<file path="config.mk">
export PLATFORM = sky130hd
export DESIGN_NAME = cache_mem_ctrl
export DESIGN_NICKNAME = d
export VERILOG_FILES = /design/src/rtl/cache_mem_ctrl.sv
export SDC_FILE = /design/constraint.sdc
export NUM_CORES = 1
export LEC_CHECK = 0
export CORE_UTILIZATION = 28
export CTS_BUF_LIST = sky130_fd_sc_hd__clkbuf_8
export CTS_CLUSTER_DIAMETER = 80
export DETAILED_ROUTE_END_ITERATION = 6
export PLACE_DENSITY = 0.58
export SLEW_MARGIN = 25
export SYNTH_ARGS = -nofsm -noshare
export SYNTH_HDL_FRONTEND = slang
export SYNTH_SLANG_ARGS = --single-unit
</file>
<file path="constraint.sdc">
create_clock -name clk -period 5.5 [get_ports clk]
set_clock_uncertainty 0.05 [all_clocks]
set_input_delay 0.55 -clock clk [delete_from_list [all_inputs] [get_ports clk]]
set_output_delay 0.55 -clock clk [all_outputs]
set_load 0.01 [all_outputs]
</file>
<file path="src/rtl/cache_mem_ctrl.sv">
// cache_mem_ctrl: memory-side responder for the write-back data cache.
// Serialises block write-backs and fills into word accesses on req/ack.
module cache_mem_ctrl #(
  parameter int DATA_WIDTH = 32,
  parameter int BLOCK_SIZE = 4
) (
  input  logic                             clk,
  input  logic                             rst_n,
  input  logic                             req_valid,
  input  logic [31:0]                      req_addr,
  output logic                             req_ready,
  input  logic                             wb_valid,
  input  logic [31:0]                      wb_addr,
  input  logic [DATA_WIDTH*BLOCK_SIZE-1:0] wb_data,
  output logic                             wb_ready,
  output logic                             wb_overflow,
  output logic [DATA_WIDTH*BLOCK_SIZE-1:0] fetch_data,
  output logic                             fetch_enable,
  output logic                             mem_req,
  output logic                             mem_we,
  output logic [31:0]                      mem_addr,
  output logic [DATA_WIDTH-1:0]            mem_wdata,
  input  logic                             mem_ack,
  input  logic [DATA_WIDTH-1:0]            mem_rdata
);

  localparam int BW = DATA_WIDTH * BLOCK_SIZE;
  localparam int CW = $clog2(BLOCK_SIZE);
  localparam int WORD_BYTES = DATA_WIDTH / 8;
  localparam int BLK_BYTES = BW / 8;
  localparam logic [31:0] BMASK = ~(32'(BLK_BYTES) - 32'd1);
  localparam logic [CW-1:0] LAST = CW'(BLOCK_SIZE - 1);

  typedef enum logic [1:0] {
    IDLE,
    WB,
    FETCH,
    RESP
  } state_e;

  state_e          state_q, state_d;
  logic [CW-1:0]   cnt_q, cnt_d;
  logic            gap_q, gap_d;
  logic            wb_vld_q, wb_vld_d;
  logic [31:0]     wb_base_q, wb_base_d;
  logic [BW-1:0]   wb_data_q, wb_data_d;
  logic            pend_q, pend_d;
  logic [31:0]     req_base_q, req_base_d;
  logic [BW-1:0]   fdata_q, fdata_d;
  logic            ovf_q, ovf_d;

  function automatic logic [31:0] word_addr(
    input logic [31:0]   base,
    input logic [CW-1:0] idx
  );
    return base + 32'(idx) * 32'(WORD_BYTES);
  endfunction

  assign req_ready   = (state_q == IDLE) && !pend_q;
  assign wb_ready    = !wb_vld_q;
  assign wb_overflow = ovf_q;
  assign fetch_data  = fdata_q;

  // State and datapath registers, synchronous active-low reset
  always_ff @(posedge clk) begin
    if (!rst_n) begin
      state_q    <= IDLE;
      cnt_q      <= '0;
      gap_q      <= 1'b0;
      wb_vld_q   <= 1'b0;
      wb_base_q  <= '0;
      wb_data_q  <= '0;
      pend_q     <= 1'b0;
      req_base_q <= '0;
      fdata_q    <= '0;
      ovf_q      <= 1'b0;
    end else begin
      state_q    <= state_d;
      cnt_q      <= cnt_d;
      gap_q      <= gap_d;
      wb_vld_q   <= wb_vld_d;
      wb_base_q  <= wb_base_d;
      wb_data_q  <= wb_data_d;
      pend_q     <= pend_d;
      req_base_q <= req_base_d;
      fdata_q    <= fdata_d;
      ovf_q      <= ovf_d;
    end
  end

  // Next-state, buffer capture and memory-port outputs
  always_comb begin
    state_d      = state_q;
    cnt_d        = cnt_q;
    gap_d        = 1'b0;
    wb_vld_d     = wb_vld_q;
    wb_base_d    = wb_base_q;
    wb_data_d    = wb_data_q;
    pend_d       = pend_q;
    req_base_d   = req_base_q;
    fdata_d      = fdata_q;
    ovf_d        = ovf_q;
    mem_req      = 1'b0;
    mem_we       = 1'b0;
    mem_addr     = '0;
    mem_wdata    = '0;
    fetch_enable = 1'b0;

    if (wb_valid) begin
      if (!wb_vld_q) begin
        wb_vld_d  = 1'b1;
        wb_base_d = wb_addr & BMASK;
        wb_data_d = wb_data;
      end else begin
        ovf_d = 1'b1;
      end
    end

    if (req_valid && req_ready) begin
      pend_d     = 1'b1;
      req_base_d = req_addr & BMASK;
    end

    unique case (state_q)
      IDLE: begin
        if (wb_vld_q) begin
          state_d = WB;
          cnt_d   = '0;
        end else if (pend_q) begin
          state_d = FETCH;
          cnt_d   = '0;
        end
      end
      WB: begin
        mem_req   = 1'b1;
        mem_we    = 1'b1;
        mem_addr  = word_addr(wb_base_q, cnt_q);
        mem_wdata = wb_data_q[int'(cnt_q)*DATA_WIDTH +: DATA_WIDTH];
        if (mem_ack) begin
          cnt_d = cnt_q + CW'(1);
          if (cnt_q == LAST) begin
            cnt_d    = '0;
            wb_vld_d = 1'b0;
            state_d  = pend_q ? FETCH : IDLE;
            gap_d    = pend_q;
          end
        end
      end
      FETCH: begin
        // First FETCH cycle after a write-back keeps mem_req low
        if (!gap_q) begin
          mem_req  = 1'b1;
          mem_addr = word_addr(req_base_q, cnt_q);
          if (mem_ack) begin
            fdata_d[int'(cnt_q)*DATA_WIDTH +: DATA_WIDTH] = mem_rdata;
            cnt_d = cnt_q + CW'(1);
            if (cnt_q == LAST) begin
              cnt_d   = '0;
              state_d = RESP;
            end
          end
        end
      end
      RESP: begin
        fetch_enable = 1'b1;
        pend_d       = 1'b0;
        state_d      = IDLE;
      end
      default: state_d = IDLE;
    endcase
  end

endmodule

</file>
==> results.toml <==
[outcome]
run_status = "completed"

[drt]
dr.pass1.iters = 5
drt_first_iter_violations = 842
wire_per_inst_um = 17.2
num_vias = 12221
via_per_inst = 4.79
ant_nets = 0
drc = 0
wl_um = 43900

[layout]
layout_common_cells = "533 x nand2_1, 415 x clkdlybuf4s50_1, 318 x dfxtp_1, 249 x a21oi_1, 74 x clkbuf_8"
final_area_sq_mm = 0.0185
nFillCells = 4652
drive_gt1_frac = 0.0748
area_growth_pct = 43.4
regArea_sq_mm = 0.00641
layout_commonest_cell = "nand2_1"
post-route-util = 0.407
multi_input_area_sq_mm = 0.00584
layout.nets = 2155
finalNonFillerCells = 2553

[global_route]
grt_pass1_wl_um = 68200
grt_max_degree = 160
track_usage = 0.183
overflow = 0
first_global_vias = 12232
antenna_found_initial = 2

[clock_tree]
cts.path.max_buffers = 3
cts_buffers = 58
ctsResizeCount = 0
post_cts_buffers = 0
clk_pin_slew_ps = 60
clk_latency_ps = 640
tritoncts = "yes"
root_buffer = "clkbuf_8"
cts_sinks = 320
htreeDepth = 2
hold_buffers = 0

[power_and_ir_drop]
p_leak_nw = 6.51
vdd_drop_max_mv = 0.230
power_mw = 6.17
power_density_mw_per_mm2 = 334

[timing]
tightest_slew_ps = 1020
rsz0062_at_grt = "false"
drv_slew = 0
setup_tns_ps = 0
period_share = 0.687
fmax_ghz = 0.265
fin_hold_ws_ps = 349
fin_ws_ps = 1720
final_hold_viol_count = 0
slew_headroom = 0.323
setup_viol = 0
period_needed_ps = 3780

[floorplan]
die-area_sq_mm = 0.0469
die_h_um = 217
core-area_sq_mm = 0.0454
start_util = 0.284
rows = 78
pin_count = 427
die-width_um = 217

[synthesis]
syn_inst = 1553
avgSynthCellArea_sq_um = 8.30
synth.distinct_cells = 40
synth.cell_area_sq_mm = 0.0129
synth.yosys.seq_area_share = 0.497
synth_warnings = 0
synth-seq-cells = 320

[setup_path]
path_class = "flop to output pin"
crit_chain = "inv_1, ha_2, buf_4, and2_1, clkdlybuf4s50_1"
slowest_delay_ps = 760
slowest_stage = "ha_2"
worstSetupStartpointType = "flop"
cp.arrival_ps = 3180
critical_path_required_ps = 4900
end_kind = "output pin"
worstPathMaxFanout = 35

[placement]
placed_area_sq_mm = 0.0173
gp_congestion = 0.807
dpl.hpwl_um = 28900
io_buffers = 416
pre_cts_slack_ps = 1990
dp_cells = 2453

[job]
cap_violations = 0

[min_path]
hp-class = "primary input to flop"
-- cells by family (layout without fill, tap and decap cells) --
logic type,count (synthesis),count (layout),synth area share
buffers and inverters,144,541,0.0532
multiplexers,35,35,0.0583
AND/OR/NAND/NOR,690,690,0.229
AO/OA/AOI/OAI,350,350,0.149
other,1,4,0.000291
adder cells (fa/ha/maj),13,13,0.0126
flip-flops,320,320,0.497
-- layer usage --
layer / up-vias / part of all wire / routed length, um / track usage
met2: 398 / 0.48 / 21100 / 0.307
met1: 5789 / 0.43 / 18700 / 0.224
met5: - / 0 / 0 / 0
li1: 5954 / - / - / -
met3: 80 / 0.064 / 2810 / 0.0446
met4: 0 / 0.029 / 1290 / 0.0746
-- sequential cells by signal, summed over array words and instances, names as in the netlist --
| register | count |
|---|---|
| wb_vld_q | 1 |
| state_q | 2 |
| wb_base_q | 28 |
| fetch_data | 128 |
| req_base_q | 28 |
| gap_q | 1 |
| pend_q | 1 |
| wb_data_q | 128 |
| wb_overflow | 1 |
| cnt_q | 2 |
-- synthesized netlist by cell type --
cell,n,area (sq um)
o21ai_0,2,10.0
and4b_1,5,50.1
and4bb_2,1,12.5
o22ai_1,64,400
nand3b_1,1,7.51
a41oi_1,1,8.76
mux4_2,32,721
nand4_1,2,12.5
nor3_1,1,5.00
buf_4,5,37.5
nand4b_1,2,17.5
a211o_1,1,8.76
clkbuf_1,58,218
and3b_1,1,8.76
and2_1,32,200
nor2_1,6,22.5
a311oi_1,1,8.76
nand2_1,533,2000
nand4b_2,1,15.0
inv_2,1,3.75
a21oi_1,249,1250
buf_2,59,295
nor2b_1,32,200
and4_1,1,8.76
buf_1,8,30.0
nand2b_1,3,18.8
o21bai_1,2,15.0
or3b_2,1,8.76
nand4_2,1,12.5
inv_1,6,22.5
dfxtp_1,320,6410
ha_1,13,163
buf_6,7,78.8
nor4b_4,1,23.8
conb_1,1,3.75
o21a_1,1,7.51
nand3_1,66,330
a31oi_1,1,6.26
a22oi_1,28,210
mux2i_1,3,30.0
-- final timing paths --
path                               start                            to  slack (ps)  depth (start not counted)
max reg2reg        cnt_q[1]$_SDFFE_PN0P_  fetch_data[106]$_SDFFE_PN0P_        2500                          6
min reg2reg  fetch_data[13]$_SDFFE_PN0P_   fetch_data[13]$_SDFFE_PN0P_         400                          2
max              state_q[1]$_SDFFE_PN0P_                  mem_wdata[3]        1720                          5
min                                rst_n   fetch_data[96]$_SDFFE_PN0P_         350                          3
-- worst max-delay path, delay by kind of cell (launching register included) --
| family | cells | cell delay [ps] |
|---|---|---|
| buffers and inverters | 3 | 1200 |
| adders and majority gates | 1 | 760 |
| DFF | 1 | 350 |
| and+or+nand+nor | 1 | 210 |
-- power breakdown --
part	internal (mW)	total, mW	switching [mW]	leakage [nW]
registers	2.47	2.60	0.137	2.61
logic	0.596	1.38	0.779	3.26
clock network	1.19	2.19	0.994	0.643
total	4.26	6.17	1.91	6.51
-- final cells by class --
cell class                 count  share of cell area
sequential                   320               0.347
multi-input combinational   1090               0.316
timing repair buffer         436               0.233
clock buffer                  74              0.0551
tap                          600              0.0406
clock inverter                24             0.00603
inverter                       7             0.00183
antenna                        2            0.000271
(Power assumes the default switching activity.)
